==> config.mk <==
export PLATFORM = sky130hd
export DESIGN_NAME = gamma_cycle_sequencer
export DESIGN_NICKNAME = d
export VERILOG_FILES = /design/src/rtl/tnn_seq_pkg.sv /design/src/rtl/sync_edge_det.sv /design/src/rtl/gamma_cycle_sequencer.sv
export SDC_FILE = /design/constraint.sdc
export NUM_CORES = 1
export LEC_CHECK = 0
export ABC_AREA = 1
export BUFFER_PORTS_ARGS = -buffer_cell sky130_fd_sc_hd__buf_2
export CAP_MARGIN = 10
export CORE_ASPECT_RATIO = 0.9
export CORE_MARGIN = 1
export CORE_UTILIZATION = 54
export DETAILED_ROUTE_END_ITERATION = 7
export PLACE_DENSITY = 0.78
export SYNTH_ARGS = -nofsm -noshare
export SYNTH_HDL_FRONTEND = slang
export SYNTH_HIERARCHICAL = 1
export SYNTH_SLANG_ARGS = --single-unit
export TNS_END_PERCENT = 30
==> constraint.sdc <==
create_clock -name aclk -period 2.5 [get_ports aclk]
set_clock_uncertainty 0.15 [all_clocks]
set_input_delay 0.25 -clock aclk [delete_from_list [all_inputs] [get_ports aclk]]
set_output_delay 0.25 -clock aclk [all_outputs]
set_load 0.02 [all_outputs]
==> src/rtl/tnn_seq_pkg.sv <==
// tnn_seq_pkg: shared types and helpers for the gamma cycle sequencer
package tnn_seq_pkg;
  typedef enum logic [2:0] {IDLE, CLEAR, ARM, RUN, REPORT} gcs_state_t;
  function automatic logic [31:0] NO_SPIKE(input int tw);
    logic [31:0] m;
    m = '1;
    return m >> (32 - tw);
  endfunction
endpackage

==> src/rtl/sync_edge_det.sv <==
// sync_edge_det: multi-flop synchroniser with a clearable rising-edge detector
module sync_edge_det #(
  parameter int SYNC_STAGES = 2
) (
  input  logic clk,
  input  logic rst_n,
  input  logic clr,
  input  logic d,
  output logic rise
);
  logic [SYNC_STAGES-1:0] sync;
  logic prev;
  always_ff @(posedge clk or negedge rst_n)
    if (!rst_n) begin
      sync <= '0;
      prev <= 1'b0;
    end else begin
      sync <= {sync[SYNC_STAGES-2:0], d};
      prev <= clr ? 1'b0 : sync[SYNC_STAGES-1];
    end
  assign rise = sync[SYNC_STAGES-1] & ~prev;
endmodule

==> src/rtl/gamma_cycle_sequencer.sv <==
// gamma_cycle_sequencer: drives lane clear/set strobes and records each lane's
// first spike time inside a configurable compute window
module gamma_cycle_sequencer
  import tnn_seq_pkg::*;
#(
  parameter int N_LANES           = 8,
  parameter int GAMMA_CYCLE_WIDTH = 16,
  parameter int CLEAR_CYCLES      = 2,
  parameter int SYNC_STAGES       = 2,
  localparam int TW = $clog2(GAMMA_CYCLE_WIDTH) + 1
) (
  input  logic                  aclk,
  input  logic                  grst_n,
  input  logic                  start,
  input  logic [TW-1:0]         cfg_window,
  input  logic [N_LANES-1:0]    lane_q,
  output logic                  dp_rst,
  output logic                  dp_set,
  output logic                  busy,
  output logic                  res_valid,
  input  logic                  res_ready,
  output logic [N_LANES*TW-1:0] res_time,
  output logic [N_LANES-1:0]    res_fired
);
  localparam logic [TW-1:0] NS = TW'(NO_SPIKE(TW));
  gcs_state_t state, next;
  logic [TW-1:0] cnt, win, win_next;
  logic [N_LANES-1:0] rise;
  logic last_clr, last_run;
  assign last_clr = cnt == TW'(CLEAR_CYCLES - 1);
  assign last_run = cnt == win - TW'(1);
  assign win_next = cfg_window == '0 ? TW'(1)
                  : cfg_window > TW'(GAMMA_CYCLE_WIDTH) ? TW'(GAMMA_CYCLE_WIDTH) : cfg_window;
  for (genvar i = 0; i < N_LANES; i++) begin : g_lane
    sync_edge_det #(.SYNC_STAGES(SYNC_STAGES)) u_sed (
      .clk(aclk), .rst_n(grst_n), .clr(state == ARM), .d(lane_q[i]), .rise(rise[i])
    );
  end
  always_comb
    next = state == IDLE  ? (start ? CLEAR : IDLE)
         : state == CLEAR ? (last_clr ? ARM : CLEAR)
         : state == ARM   ? RUN
         : state == RUN   ? (last_run ? REPORT : RUN)
         : !res_ready     ? REPORT
         : start          ? CLEAR : IDLE;
  always_ff @(posedge aclk or negedge grst_n)
    if (!grst_n) state <= IDLE;
    else state <= next;
  // Strobes are registered from next state so they line up with the state register.
  always_ff @(posedge aclk or negedge grst_n)
    if (!grst_n) begin
      cnt       <= '0;
      win       <= TW'(1);
      dp_rst    <= 1'b1;
      dp_set    <= 1'b0;
      busy      <= 1'b0;
      res_valid <= 1'b0;
      res_time  <= {N_LANES{NS}};
      res_fired <= '0;
    end else begin
      cnt       <= next != state ? '0 : cnt + TW'(1);
      dp_rst    <= next == IDLE || next == CLEAR || next == REPORT;
      dp_set    <= next == ARM;
      busy      <= next != IDLE;
      res_valid <= next == REPORT;
      if (state == ARM) begin
        win       <= win_next;
        res_time  <= {N_LANES{NS}};
        res_fired <= '0;
      end
      if (state == RUN)
        for (int i = 0; i < N_LANES; i++)
          if (rise[i] && !res_fired[i]) begin
            res_time[i*TW +: TW] <= cnt;
            res_fired[i]         <= 1'b1;
          end
    end
endmodule

-- Word-level counts from Yosys, hierarchy flattened
Cells that the tools add are included.
- logic and storage cells: 114
- input port bits: 17
- register bits: 89
- reductions and logical operators: 22
- equality and inequality tests: 9
- magnitude comparators: 1
- muxes and demuxes: 39
- add/subtract/negate cells: 2
- bitwise gates (word level): 16
- operator list (kind ; count):
    40-bit 2-to-1 mux ; 2
    5-bit 2-to-1 mux ; 11
    3-bit 2-to-1 mux ; 6
    1-bit 2-to-1 mux ; 17
    8-bit 2-to-1 mux ; 2
    3-bit by 2-bit == test with 1-bit output (second input constant) ; 3
    1-bit bitwise AND ; 8
    1-bit logical AND ; 8
    1-bit zero test ; 8
    1-bit NOT ; 8
    3-bit by 1-bit == test with 1-bit output (second input constant) ; 2
    3-bit zero test ; 2
    5-bit by 1-bit adder with 5-bit output (second input constant) ; 1
    5-bit by 1-bit == test with 1-bit output (second input constant) ; 1
    5-bit == test ; 1
    5-bit > comparator (second input constant) ; 1
    5-bit zero test ; 1
    5-bit by 1-bit subtractor with 5-bit output (second input constant) ; 1
    3-bit == test (second input constant) ; 1
    3-bit inequality test ; 1
    3-bit nonzero test ; 1
    1-bit logical OR ; 2
    2-bit 2-to-1 mux ; 1

-- Depth between registers and ports, before layout
Gate-level depths: netlist of run 1.
- depth in word-level cells: 10
- mapped depth: 16

-- Cells and area by module
The synthesis of run 1 kept the hierarchy.
- modules (own cells, without submodules) (module ; area each (sq um) ; sequential area each (sq um) ; cells an instance ; instances):
    gamma_cycle_sequencer ; 2870.3 ; 1679.1 ; 313 ; 1
    sync_edge_det ; 86.3 ; 75.1 ; 6 ; 8

-- Worst setup path before layout of run 1
No wires, ideal clock.
- kind: register to register
- from: reg win[0]
- to: reg cnt[0]
- path slack: 0.483 ns
- data arrival time: 1.795 ns
- stages on the path, launching flop included: 16
- period minus slack after synthesis: 2.017 ns
- cell sequence: dfstp_2 -> inv_2 -> ha_1 -> nand2_1 -> nand2_1 -> nor2_1 -> nand2_1 -> nor2_4 -> nand2_2 -> nand2_4 -> nand3_4 -> nand2_2 -> nand2_2 -> nor2_4 -> nand3_2 -> nor2_1
- cells in the longest elaborated chain, start to end: 9
- ends and longest elaborated chain (what ; line ; RTL):
    start, declared ; gamma_cycle_sequencer.sv:27 ; logic [TW-1:0] cnt, win, win_next;
    start signal, assigned ; gamma_cycle_sequencer.sv:67 ; win <= win_next;
    5-bit by 1-bit subtractor with 5-bit output ; gamma_cycle_sequencer.sv:31 ; assign last_run = cnt == win - TW'(1);
    5-bit == test ; gamma_cycle_sequencer.sv:31 ;
    3-bit 2-to-1 mux (2 in series) ; gamma_cycle_sequencer.sv:43 ; : state == RUN ? (last_run ? REPORT : RUN)
    3-bit 2-to-1 mux ; gamma_cycle_sequencer.sv:42 ; : state == ARM ? RUN
    3-bit 2-to-1 mux ; gamma_cycle_sequencer.sv:41 ; : state == CLEAR ? (last_clr ? ARM : CLEAR)
    3-bit 2-to-1 mux ; gamma_cycle_sequencer.sv:40 ; next = state == IDLE ? (start ? CLEAR : IDLE)
    3-bit inequality test ; gamma_cycle_sequencer.sv:61 ; cnt <= next != state ? '0 : cnt + TW'(1);
    5-bit 2-to-1 mux ; gamma_cycle_sequencer.sv:61 ;
    end signal, assigned ; gamma_cycle_sequencer.sv:61 ;
    end, declared ; gamma_cycle_sequencer.sv:27 ;
Every way passes these cells.
A chain may end at the register's enable or synchronous reset.

-- Worst setup path in the final report of run 1
- from: reg win[0]
- to: reg cnt[4]
The elaborated chain is that of the path after synthesis.

==> metrics.cfg, run 1 <==
[routing]
dr_total_vias=2716
drtIter0Drc=133
wl_per_cell_um=13.7
drt_pre_antenna_iters=4
drt.antenna.violating_nets=0
drc=0
vias_per_cell=5.00
routed_wl_mm=7.45

[worst_setup_path]
timing.critical_path.cells=inv_2 > ha_1 > nand2_1 > nand2_1 > nor2_1 > nand2_1 > nor2_4 > nand2_2 > nand2_4 > nand3_4 > nand2_2 > nand2_2 > nor2_4 > nand3_2 > nor2_1
worstPathArrival_ns=2.32
crit_type=flop to flop
worst_setup_path_end_kind=flop
cp_data_required_time_ns=2.63
timing.critical_path.slowest_stage_cell=dfstp_2
cp_slowest_stage_delay_ns=0.56
timing.rr.start=win[0]$_DFFE_PN1P_
worst_setup_path_start_kind=flop
crit_fanout=5
setup.worst_path.start=win[0]$_DFFE_PN1P_

[finish]
drive_gt1_frac=0.349
mostFrequentLayoutCell=buf_2
final_cell_mix=67 x buf_2, 55 x nand2_1, 47 x dfrtp_1
synthToLayoutAreaGrowth_pct=22.3
num_antenna_cells=0
final_nets=471

[yosys]
synth_area_per_cell_um2=9.86
instance_count_of_the_mapped_netlist=361
synth_flop_cell=dfrtp_1
synth_edf_count=0
synth_seq_cells=89
synthDistinctLibCells=28
post_synth_xor_area_fraction=0.00738
ys_async_sr_fraction=1.00
synth-compound-area-share=0.0664
seq_area_frac_synth=0.640
multiplexer_share_of_the_synthesized_area=0
post_synth_and_or_nand_nor_area_fraction=0.212
synth.net_count=381
dominant_combinational_cell_family_by_area_after_synthesis=simple AND/OR/NAND/NOR gates
post_synth_instance_area_um2=3560
synth-warning-count=6
yosys.area_share.adder=0.0105

[global_route]
via_count_of_the_first_global_routing_pass=2640
wire_length_of_the_first_global_routing_pass_mm=12.5
largest_net_degree_at_the_start_of_global_routing=68
gr-usage-all-layers=0.245
grt_overflow_total=0
initial_antenna_violation_count=0

[timing]
timing.final.hold_violations=0
final_worst_slack_ns=0.311
timing.final.setup_violations=0
period_minus_slack_ns=2.19
fin_tns_setup_ns=0
timing_worst_slew_pin_value_ns=0.803
timing_max_transition_violations_final=0
slew-limit-headroom=0.464
min_period_over_period=0.876
fmaxAchievable_ghz=0.457
rsz0062_at_grt=false

[power_and_ir_drop]
finalPower_mw=5.74
worst_ir_drop_on_vdd_uv=856
cellLeakagePower_nw=2.07
powerDensity_nw_per_um2=1320

[die]
design.die.area_um2=6920
row_count=27
initial_core_util=0.570
die_w_um=87.6
core_um2=6250
top_level_ports=69
die_height_um=79.0

[status]
result_of_the_run=finished clean

[place]
place_ws_ns=0.336
place.detailed.hpwl_mm=5.25
routabilityCongestion=0.897
port_buffers=68

[clock_network]
cts.sinks=89
tritoncts_clock_tree=yes
h-tree-depth=3
post-cts-setup-buffers=0
ctsLongestPathBuffers=2
quantity_of_hold_fixing_buffers_added_after_cts=11
numCtsBuffers=9
insertion_delay_ns=0.35
cts_resized=0
cts-root-buf=clkbuf_8
clk_transition_reported_paths_ns=0.08

[worst_hold_path]
timing.hold.worst.start=cfg_window[1]
hold_path_class=input port to flop

[flow_run]
max_cap_viol_count=0

logic make-up (layout without fill, tap and decap cells):
logic type,after synthesis,count (layout)
DFF,89,89
adders and majority gates,3,3
xor gates and xnor gates,3,3
and+or+nand+nor,162,162
AOI/OAI and AO/OA,46,46
buffers and inverters,58,153
worst paths after layout:
check / cells past startpoint / slack, ns / endpoint
setup / recovery: 15 / 0.31 / cnt[4]$_DFF_PN0_
hold / removal: 3 / 0.02 / win[1]$_DFFE_PN0P_
setup reg to reg: 15 / 0.31 / cnt[4]$_DFF_PN0_
hold reg to reg: 0 / 0.20 / g_lane[5].u_sed/sync[1]$_DFF_PN0_
max in group asynchronous: 3 / 1.04 / res_time[15]$_DFF_PN1_
min in group asynchronous: 2 / 0.38 / g_lane[2].u_sed/prev$_DFF_PN0_
power by group:
| group | switching [mW] | leakage, nW | internal, mW |
|---|---|---|---|
| combinational | 1.51 | 0.943 | 0.782 |
| sequential | 0.283 | 1.02 | 2.10 |
| clock | 0.497 | 0.0991 | 0.566 |
metrics by stage:
step | hold WS, ns | instance area, um^2 | cells | util
floorplan | -0.196 | 3560 | 361 | -
global placement | 0.183 | 4030 | 516 | 0.644
CTS | 0.000142 | 4350 | 543 | 0.697
detailed placement | 0.188 | 4030 | 516 | 0.644
global route | 0.0220 | 4350 | 543 | 0.697
finish | 0.0168 | 4350 | 543 | 0.697
area by class of cell:
cell class                 instances  area, um^2
clock buffer                      10         128
inverter                          52         195
fill                             485        1900
clock inverter                     6        91.3
tap                               87         109
sequential                        89        2280
multi-input combinational        214        1050
timing repair buffer              85         498
metal layers:
layer / up-vias / wire, um / track usage
li1: 1332 / - / -
met1: 1287 / 3180 / 0.320
met2: 81 / 3700 / 0.402
met3: 16 / 441 / 0.0634
met4: 0 / 132 / 0.0738
met5: - / 0 / 0
cells in the mapped netlist (all sizes together) (2+ instances only):
cell,instances,share of area
xor2,2,0.0049
buf,5,0.0081
o22ai,4,0.0070
dfstp,42,0.31
nor3,42,0.062
dfrtp,47,0.33
clkinv,9,0.0095
nor2,47,0.054
nand3,11,0.023
a21oi,40,0.056
ha,3,0.011
inv,43,0.045
nand2,61,0.070
state kept, by name, summed over array words and instances, names as in the netlist:
signal / cells
dp_set: 1
busy: 1
g_lane.u_sed/sync: 16
win: 5
res_valid: 1
dp_rst: 1
cnt: 5
res_fired: 8
state: 3
res_time: 40
g_lane.u_sed/prev: 8
worst max-delay path: cells and delay by family, from the launching register on:
| kind | cells | cell delay (ns) |
|---|---|---|
| simple gates | 13 | 1.04 |
| buf+inv | 1 | 0.05 |
| fa+ha+maj | 1 | 0.31 |
| flops | 1 | 0.56 |
Note: power is estimated with default switching activity, not from simulation.
==> run 2: changes to the inputs <==
--- a/config.mk
+++ b/config.mk
@@ -7,12 +7,11 @@
 export LEC_CHECK = 0
 export ABC_AREA = 1
 export BUFFER_PORTS_ARGS = -buffer_cell sky130_fd_sc_hd__buf_2
-export CAP_MARGIN = 10
 export CORE_ASPECT_RATIO = 0.9
 export CORE_MARGIN = 1
-export CORE_UTILIZATION = 54
+export CORE_UTILIZATION = 25
+export CTS_BUF_LIST = sky130_fd_sc_hd__clkbuf_2 sky130_fd_sc_hd__clkbuf_4 sky130_fd_sc_hd__clkbuf_8
 export DETAILED_ROUTE_END_ITERATION = 7
-export PLACE_DENSITY = 0.78
 export SYNTH_ARGS = -nofsm -noshare
 export SYNTH_HDL_FRONTEND = slang
 export SYNTH_HIERARCHICAL = 1
==> metrics.cfg, run 2 (synthesis gave the netlist of run 1 again) <==
[finish]
final_nets=472
layout.filler_cells=1441
num_antenna_cells=0
largest_register_ffs=40
final_cell_mix=67 x buf_2, 55 x nand2_1, 47 x dfrtp_1
registers.top_by_ff_count=res_time
seqCellArea_um2=2280
layout_top_registers=res_time x40, g_lane.u_sed/sync x16
synthToLayoutAreaGrowth_pct=26.3
drive_gt1_frac=0.348
mostFrequentLayoutCell=buf_2
multiInputGateArea_um2=1050

[clock_network]
post-cts-setup-buffers=0
tritoncts_clock_tree=yes
ctsLongestPathBuffers=2
cts.sinks=89
cts-root-buf=clkbuf_8
clk_transition_reported_paths_ns=0.09
h-tree-depth=3
cts_resized=0
numCtsBuffers=9
insertion_delay_ns=0.36
quantity_of_hold_fixing_buffers_added_after_cts=13

[die]
die_height_um=115
die_w_um=128
initial_core_util=0.262
core_um2=13600
top_level_ports=69
row_count=40
design.die.area_um2=14700

[worst_setup_path]
worst_setup_path_end_kind=flop
ff2ff_setup_slack_ns=0.28
r2r_end=cnt[3]$_DFF_PN0_
worstRegToRegCells=16
worstPathArrival_ns=2.37
crit_fanout=5
timing.rr.start=win[0]$_DFFE_PN1P_
worst_setup_path_start_kind=flop
crit_type=flop to flop
cp_data_required_time_ns=2.64

[routing]
routed_wl_mm=8.73
drt.antenna.violating_nets=0
wl_per_cell_um=13.5
drc=0
dr_total_vias=2697
vias_per_cell=4.17
drt_pre_antenna_iters=4
drtIter0Drc=84

[place]
place.detailed.hpwl_mm=6.02
port_buffers=68
routabilityCongestion=0.793

[timing]
timing.final.hold_violations=0
fmaxAchievable_ghz=0.450
timing.final.setup_violations=0
timing_worst_slew_pin_value_ns=0.587
rsz0062_at_grt=false
slew-limit-headroom=0.609
period_minus_slack_ns=2.22
timing_max_transition_violations_final=0
min_period_over_period=0.890
fin_tns_setup_ns=0

[worst_hold_path]
worstHoldPathCells=3
timing.hold.worst.start=start
hold_path_class=input port to flop
worstHoldEndpoint=state[0]$_DFF_PN0_

[power_and_ir_drop]
worst_ir_drop_on_vdd_uv=302
cellLeakagePower_nw=2.08
powerDensity_nw_per_um2=1270
finalPower_mw=5.70

[global_route]
via_count_of_the_first_global_routing_pass=2753
initial_antenna_violation_count=0
wire_length_of_the_first_global_routing_pass_mm=14.0
largest_net_degree_at_the_start_of_global_routing=47
grt_overflow_total=0
gr-usage-all-layers=0.128

[flow_run]
max_cap_viol_count=0

[status]
result_of_the_run=finished clean

## run 2: power by group
part           internal, mW  switching (mW)  total, mW
logic                 0.799            1.55       2.35
clock network         0.458           0.510      0.968
registers              2.10           0.287       2.39
total                  3.36            2.35       5.70
## run 2: worst max path at each step
stage	startpoint	end	cells after the start
floorplan	win[0]$_DFFE_PN1P_	cnt[0]$_DFF_PN0_	15
global placement	win[0]$_DFFE_PN1P_	cnt[3]$_DFF_PN0_	15
detailed placement	win[0]$_DFFE_PN1P_	cnt[3]$_DFF_PN0_	15
CTS	win[0]$_DFFE_PN1P_	cnt[3]$_DFF_PN0_	15
global route	win[0]$_DFFE_PN1P_	cnt[1]$_DFF_PN0_	16
finish	win[0]$_DFFE_PN1P_	cnt[3]$_DFF_PN0_	16
## run 2: per-layer routing
metal | GRT usage | vias to the layer above | part of all wire
li1 | - | 1325 | -
met1 | 0.156 | 1307 | 0.46
met2 | 0.212 | 55 | 0.47
met3 | 0.0409 | 10 | 0.050
met4 | 0.0478 | 0 | 0.014
met5 | 0 | - | 0
## run 2: final cells by class
cell class,instances,share of cell area
flip-flops and latches,89,0.507
multi-input cells,214,0.234
repair buffers,86,0.119
well taps,189,0.0526
inverters,52,0.0434
clock buffers,13,0.0384
clock inverters,3,0.00556
## run 2: critical path, stage by stage (launching register included)
cell and delay (ns):
dfstp_2 0.56, inv_2 0.06, ha_1 0.30, inv_2 0.03, nand2_1 0.06, nand2_1 0.05
nor2_1 0.08, nand2_1 0.09, nor2_4 0.09, nand2_2 0.06, nand2_4 0.09, nand3_4 0.09
nand2_2 0.07, nand2_2 0.06, nor2_4 0.08, nand3_2 0.12, nor2_1 0.11
## run 2: stage by stage
stage / std cells / setup slack (ns) / util / hold slack [ns] / instance area [um^2]
finish: 646 / 0.275 / 0.330 / 0.0309 / 4500
global route: 646 / 0.0739 / 0.330 / 0.0336 / 4500
CTS: 646 / 0.258 / 0.330 / 0.00171 / 4500
detailed placement: 617 / 0.293 / 0.306 / 0.142 / 4170
global placement: 617 / 0.384 / 0.306 / 0.136 / 4170
floorplan: 361 / 0.483 / - / -0.196 / 3560
